`src/rtl/lcd_pkg.sv`:
```
// Shared encodings, command bytes and driver state for the 1602A LCD path.
// Consumed by the controller FSM and by lcd_nibble_driver.
package lcd_pkg;

    localparam logic [1:0] EXTERNAL_DATA = 2'b10;
    localparam logic [1:0] INTERNAL_CMD  = 2'b01;
    localparam logic [1:0] UNUSED_DATA   = 2'b00;

    localparam logic [7:0] SETUP      = 8'h28;
    localparam logic [7:0] DISP_ON    = 8'h0C;
    localparam logic [7:0] DISP_OFF   = 8'h08;
    localparam logic [7:0] CLEAR_CMD  = 8'h01;
    localparam logic [7:0] HOME       = 8'h02;
    localparam logic [7:0] ENTRY_MODE = 8'h06;

    localparam int REARM_CYC = 2;

    typedef enum logic [2:0] {
        DRV_IDLE,
        DRV_SETUP,
        DRV_PULSE,
        DRV_HOLD,
        DRV_GAP,
        DRV_EXEC,
        DRV_DONE,
        DRV_REARM
    } drv_state_e;

    function automatic logic is_xfer_sel(input logic [1:0] sel);
        return (sel == EXTERNAL_DATA) || (sel == INTERNAL_CMD);
    endfunction

    // Clear and return-home need the long execution wait.
    function automatic logic is_long_cmd(input logic [7:0] b);
        return (b == 8'h01) || (b == 8'h02) || (b == 8'h03);
    endfunction

endpackage

```
`src/rtl/lcd_delay_timer.sv`:
```
// Loadable down-counter used to time each phase of an LCD bus transfer.
module lcd_delay_timer #(
    parameter int CNT_W = 17
) (
    input  logic             clk,
    input  logic             rst_n,
    input  logic             load_i,
    input  logic [CNT_W-1:0] value_i,
    output logic             zero_o
);

    logic [CNT_W-1:0] cnt_q;

    always_ff @(posedge clk) begin
        if (!rst_n) begin
            cnt_q <= '0;
        end else if (load_i) begin
            cnt_q <= value_i;
        end else if (cnt_q != '0) begin
            cnt_q <= cnt_q - 1'b1;
        end
    end

    assign zero_o = (cnt_q == '0);

endmodule

```
`src/rtl/lcd_nibble_driver.sv`:
```
// 4-bit bus driver for the 1602A LCD: nibble split, E strobe timing, exec wait.
// Define LCD_LONG_CMD_EN to use T_LONG for clear/home commands.
module lcd_nibble_driver
    import lcd_pkg::*;
#(
    parameter int T_SETUP = 2,
    parameter int T_PULSE = 13,
    parameter int T_HOLD  = 1,
    parameter int T_GAP   = 50,
    parameter int T_EXEC  = 2100,
    parameter int T_LONG  = 82000,
    parameter int CNT_W   = 17
) (
    input  logic       clk,
    input  logic       rst_n,
    input  logic       ctrl_enable_driver,
    input  logic [1:0] ctrl_sel_data,
    input  logic [7:0] ctrl_cmd,
    input  logic [7:0] ext_data,
    output logic       lcd_e,
    output logic       lcd_rs,
    output logic       lcd_rw,
    output logic [3:0] lcd_db,
    output logic       driver_rdy,
    output logic       busy
);

    drv_state_e       state_q;
    logic             nib_q;
    logic [7:0]       byte_q;
    logic             rs_q;
    logic             lcd_e_q;
    logic             lcd_rs_q;
    logic [3:0]       lcd_db_q;
    logic             rdy_q;
    logic             busy_q;

    logic             cap;
    logic             cap_rs;
    logic [7:0]       cap_byte;
    logic             long_cmd;
    logic             tmr_load;
    logic [CNT_W-1:0] tmr_val;
    logic             tmr_zero;

    lcd_delay_timer #(
        .CNT_W (CNT_W)
    ) u_timer (
        .clk     (clk),
        .rst_n   (rst_n),
        .load_i  (tmr_load),
        .value_i (tmr_val),
        .zero_o  (tmr_zero)
    );

    always_comb begin
        cap      = (state_q == DRV_IDLE) && ctrl_enable_driver
                   && is_xfer_sel(ctrl_sel_data);
        cap_rs   = (ctrl_sel_data == EXTERNAL_DATA);
        cap_byte = cap_rs ? ext_data : ctrl_cmd;
`ifdef LCD_LONG_CMD_EN
        long_cmd = !rs_q && is_long_cmd(byte_q);
`else
        long_cmd = 1'b0;
`endif
        tmr_load = 1'b0;
        tmr_val  = '0;
        unique case (state_q)
            DRV_IDLE: begin
                tmr_load = cap;
                tmr_val  = CNT_W'(T_SETUP - 1);
            end
            DRV_SETUP: begin
                tmr_load = tmr_zero;
                tmr_val  = CNT_W'(T_PULSE - 1);
            end
            DRV_PULSE: begin
                tmr_load = tmr_zero;
                tmr_val  = CNT_W'(T_HOLD - 1);
            end
            DRV_HOLD: begin
                tmr_load = tmr_zero;
                if (!nib_q) begin
                    tmr_val = CNT_W'(T_GAP - 1);
                end else if (long_cmd) begin
                    tmr_val = CNT_W'(T_LONG - 1);
                end else begin
                    tmr_val = CNT_W'(T_EXEC - 1);
                end
            end
            DRV_GAP: begin
                tmr_load = tmr_zero;
                tmr_val  = CNT_W'(T_SETUP - 1);
            end
            DRV_DONE: begin
                tmr_load = 1'b1;
                tmr_val  = CNT_W'(REARM_CYC - 1);
            end
            default: begin
                tmr_load = 1'b0;
            end
        endcase
    end

    // Outputs are set on the edge that enters each state, so they stay registered.
    always_ff @(posedge clk) begin
        if (!rst_n) begin
            state_q  <= DRV_IDLE;
            nib_q    <= 1'b0;
            byte_q   <= '0;
            rs_q     <= 1'b0;
            lcd_e_q  <= 1'b0;
            lcd_rs_q <= 1'b0;
            lcd_db_q <= '0;
            rdy_q    <= 1'b0;
            busy_q   <= 1'b0;
        end else begin
            unique case (state_q)
                DRV_IDLE: begin
                    if (cap) begin
                        state_q  <= DRV_SETUP;
                        nib_q    <= 1'b0;
                        byte_q   <= cap_byte;
                        rs_q     <= cap_rs;
                        lcd_rs_q <= cap_rs;
                        lcd_db_q <= cap_byte[7:4];
                        busy_q   <= 1'b1;
                    end
                end
                DRV_SETUP: begin
                    if (tmr_zero) begin
                        state_q <= DRV_PULSE;
                        lcd_e_q <= 1'b1;
                    end
                end
                DRV_PULSE: begin
                    if (tmr_zero) begin
                        state_q <= DRV_HOLD;
                        lcd_e_q <= 1'b0;
                    end
                end
                DRV_HOLD: begin
                    if (tmr_zero) begin
                        state_q  <= nib_q ? DRV_EXEC : DRV_GAP;
                        lcd_db_q <= '0;
                    end
                end
                DRV_GAP: begin
                    if (tmr_zero) begin
                        state_q  <= DRV_SETUP;
                        nib_q    <= 1'b1;
                        lcd_db_q <= byte_q[3:0];
                    end
                end
                DRV_EXEC: begin
                    if (tmr_zero) begin
                        state_q <= DRV_DONE;
                        rdy_q   <= 1'b1;
                    end
                end
                DRV_DONE: begin
                    state_q  <= DRV_REARM;
                    rdy_q    <= 1'b0;
                    busy_q   <= 1'b0;
                    lcd_rs_q <= 1'b0;
                    nib_q    <= 1'b0;
                end
                DRV_REARM: begin
                    if (tmr_zero) begin
                        state_q <= DRV_IDLE;
                    end
                end
                default: begin
                    state_q <= DRV_IDLE;
                end
            endcase
        end
    end

    assign lcd_e      = lcd_e_q;
    assign lcd_rs     = lcd_rs_q;
    assign lcd_rw     = 1'b0;
    assign lcd_db     = lcd_db_q;
    assign driver_rdy = rdy_q;
    assign busy       = busy_q;

endmodule

```
`config.mk`:
```
export PLATFORM = sky130hd
export DESIGN_NAME = lcd_nibble_driver
export DESIGN_NICKNAME = d
export VERILOG_FILES = /design/src/rtl/lcd_pkg.sv /design/src/rtl/lcd_delay_timer.sv /design/src/rtl/lcd_nibble_driver.sv
export SDC_FILE = /design/constraint.sdc
export NUM_CORES = 1
export LEC_CHECK = 0
export ABC_AREA = 1
export CORE_AREA = 2 2 72 74
export CTS_CLUSTER_SIZE = 30
export DETAILED_ROUTE_END_ITERATION = 8
export DIE_AREA = 0 0 74 76
export PLACE_DENSITY_LB_ADDON = 0.2
export SYNTH_ARGS = -nofsm -noshare
export SYNTH_HDL_FRONTEND = slang
export SYNTH_SLANG_ARGS = --single-unit
```
`constraint.sdc`:
```
create_clock -name clk -period 3.2 [get_ports clk]
set_input_delay 0.64 -clock clk [delete_from_list [all_inputs] [get_ports clk]]
set_output_delay 0.64 -clock clk [all_outputs]
set_load 0.05 [all_outputs]
```
==> impl_metrics.csv <==
group,metric,value,unit
logic_synthesis,ys_async_sr_fraction,0,%
die,dieArea,5620,µm²
global_routing,grt_usage,18.0,%
sta,period_minus_slack,2.23,ns
critical_path,criticalPathCategory,"primary input to register",
critical_path,worst_ep_required_time,3.39,ns
clocking,postCtsSetupRepairBufs,0,
final_layout,fillers,490,
drt,wl_per_cell,11.0,µm
logic_synthesis,synth_cells,313,
final_layout,regArea,661,µm²
min_path,min_path_type,"register to register",
die,io_pins,30,
logic_synthesis,yosysWarningCount,0,
final_layout,antennaDiodeCount,0,
pwr,swShare,48.6,%
drt,num_vias,1954,
sta,hold_viol_final,0,
drt,drtAntennaViolNets,0,
sta,setup_viol,0,
drt,routed_wirelength,4550,µm
die,core,4910,µm²
final_layout,area_delta_synth_final,22.2,%
clocking,ctsLongestPathBuffers,2,
die,start_util,43.1,%
final_layout,mostFrequentLayoutCell,"nand2_1",
place,dp.final_hpwl,3540,µm
critical_path,critPathArrivalTime,2.41,ns
sta,worst_pin_slew,0.498,ns
die,die_x,74,µm
drt,drc,0,
logic_synthesis,yosys_most_used_dff,"dfxtp_1",
sta,rsz0062_at_grt,"no",
global_routing,grt_first_pass_wirelength,8060,µm
logic_synthesis,avgSynthCellArea,6.77,µm²
critical_path,critPathMaxStageDelay,0.45,ns
pwr,p_sw,1.36,mW
pwr,leakagePower,1.22,nW
critical_path,crit_slowest_cell,"clkdlybuf4s50_1",
clocking,cts_resized,0,
logic_synthesis,synth-edff-count,0,
pwr,pwr_density_cell,1080,nW/µm²
final_layout,layout_common_cells,"nand2_1 (62), inv_1 (41), nor2_1 (39)",
pwr,seqPwrFrac,24.0,%
sta,drv_slew,0,
logic_synthesis,synth_top_area_share,31.2,%
sta,fmax,0.449,GHz
global_routing,grt_max_degree,24,
clocking,cts_num_sinks,33,
place,place_congestion,0.834,
logic_synthesis,seq_area_frac_synth,31.2,%
final_layout,multi_input_area,1250,µm²
critical_path,path_cells,"clkdlybuf4s50_1 -> inv_1 -> ha_1 -> nor3_1 -> nor2_4 -> o21ai_4 -> nor2_4 -> inv_2 -> nor2_1",
critical_path,startpoint_type,"primary input",
global_routing,gr-total-overflow,0,
drt,vias_per_cell,4.73,
critical_path,cp_max_fo,9,
outcome,status,"completed",
global_routing,antenna_found_initial,0,
place,portBuffers,28,
logic_synthesis,synthesis.area,2120,µm²
die,num_rows,26,
drt,firstDrtPassIters,4,
clocking,cts_tree,"built",
logic_synthesis,ys_ff_latch,33,
logic_synthesis,synth.distinct_cells,33,
logic_synthesis,yosysTopAreaCell,"dfxtp_1",
drt,initialDrtViolationCount,56,
sta,min_period_over_period,69.7,%
global_routing,grt_pass1_vias,1877,
logic_synthesis,synth_area_leaders,"dfxtp_1 (31%), nand2_1 (11%), inv_1 (7.3%)",
clocking,clock_latency,0.29,ns
run,drv_cap,0,
clocking,hold_buffers,0,
pwr,max-vdd-ir-drop,0.393,mV
clocking,numCtsBuffers,5,
pwr,p_total,2.79,mW
logic_synthesis,synth_nets,342,
die,die_y,76,µm
clocking,h-tree-depth,2,
pwr,intPower,1.44,mW
clocking,root_buffer,"clkbuf_8",
sta,skew,0.00732,ns
final_layout,layout.nets,371,
clocking,cts.clk_slew.worst_paths,0.07,ns
pwr,p_comb_share,59.4,%
final_layout,drive_gt1_share,11.4,%
critical_path,worstSetupEndpointType,"register",
sta,tns,0,ns
pwr,clkPwrFrac,16.6,%
critical_path,cp_common_cell,"nor2_4",
sta,relSlewSlack,66.5,%
[cell families after synthesis]
group	share of synthesized area [%]
flops	31.2
xor+xnor	2.48
other cells	0.177
fa+ha+maj	4.73
buf+inv	9.98
simple gates	37.1
compound gates	14.4
[final timing paths]
check,endpoint,start,cells past startpoint,slack [ns]
setup / recovery,u_timer.cnt_q[13]$_SDFFE_PN0P_,ctrl_sel_data[0],9,0.97
hold / removal,lcd_rs$_SDFFE_PN0P_,lcd_rs$_SDFFE_PN0P_,2,0.48
setup reg to reg,u_timer.cnt_q[13]$_SDFFE_PN0P_,u_timer.cnt_q[0]$_SDFFE_PN0P_,11,1.26
hold reg to reg,lcd_rs$_SDFFE_PN0P_,lcd_rs$_SDFFE_PN0P_,2,0.48
[state kept, by name, summed over array words and instances (netlist names)]
| register | flops |
|---|---|
| state_q | 3 |
| lcd_db | 4 |
| lcd_e | 1 |
| lcd_rs | 1 |
| byte_q | 4 |
| u_timer.cnt_q | 17 |
| busy | 1 |
| driver_rdy | 1 |
| nib_q | 1 |
[power groups by stage]
| stage | combinational [mW] | sequential (mW) | clock, mW |
|---|---|---|---|
| after floorplan | 1.27 | 0.746 | 0 |
| after global placement | 1.66 | 0.676 | 0 |
| after detailed placement | 1.66 | 0.678 | 0 |
| after CTS | 1.67 | 0.670 | 0.475 |
| after global routing | 1.89 | 0.690 | 0.490 |
| final | 1.66 | 0.670 | 0.464 |
[metrics by stage]
step / hold slack, ns / utilization, % / setup slack (ns) / instances / cell area [µm²]
3_3_place_gp: 0.460 / 50.0 / 0.708 / 405 / 2450
3_5_place_dp: 0.468 / 50.0 / 0.666 / 405 / 2450
4_1_cts: 0.481 / 52.7 / 0.971 / 413 / 2590
5_1_grt: 0.510 / 52.7 / 0.843 / 413 / 2590
2_1_floorplan: 0.469 / - / 1.38 / 313 / 2120
6_report: 0.485 / 52.7 / 0.971 / 413 / 2590
[Yosys cell counts, types with 2 or more instances]
cell type,count
buf_2,4
a21oi_1,23
o21ai_0,16
nand2_1,62
nand3_1,28
a22oi_1,4
nand2_4,2
nand4_1,6
nor2_4,3
inv_2,3
nor2_1,39
nor3_1,2
xor2_1,6
clkbuf_1,2
nor2_8,2
a21oi_2,2
nor2_2,6
dfxtp_1,33
ha_1,8
nand3_2,2
nand2_2,7
nand3b_1,2
inv_1,41
[critical path: cells and delay by family]
family	cells	cell delay [ns]
buffers and inverters	3	0.62
adders and majority gates	1	0.30
and+or+nand+nor	4	0.71
AOI/OAI and AO/OA	1	0.14
[area by class of cell]
class	count	share of cell area (%)
multi-input combinational	228	48.1
sequential	33	25.5
timing repair buffer	30	11.4
inverter	44	6.38
tap	70	3.38
clock buffer	5	2.66
clock inverter	3	2.51
[layer usage]
metal  vias up  wire length [µm]  GRT usage (%)
met5         -                 0              0
met4         0                86           6.18
li1       1057                 -              -
met1       844              2200           23.4
met3        10               163           4.37
met2        43              2100           28.7
Note: power is estimated with default switching activity, not from simulation.
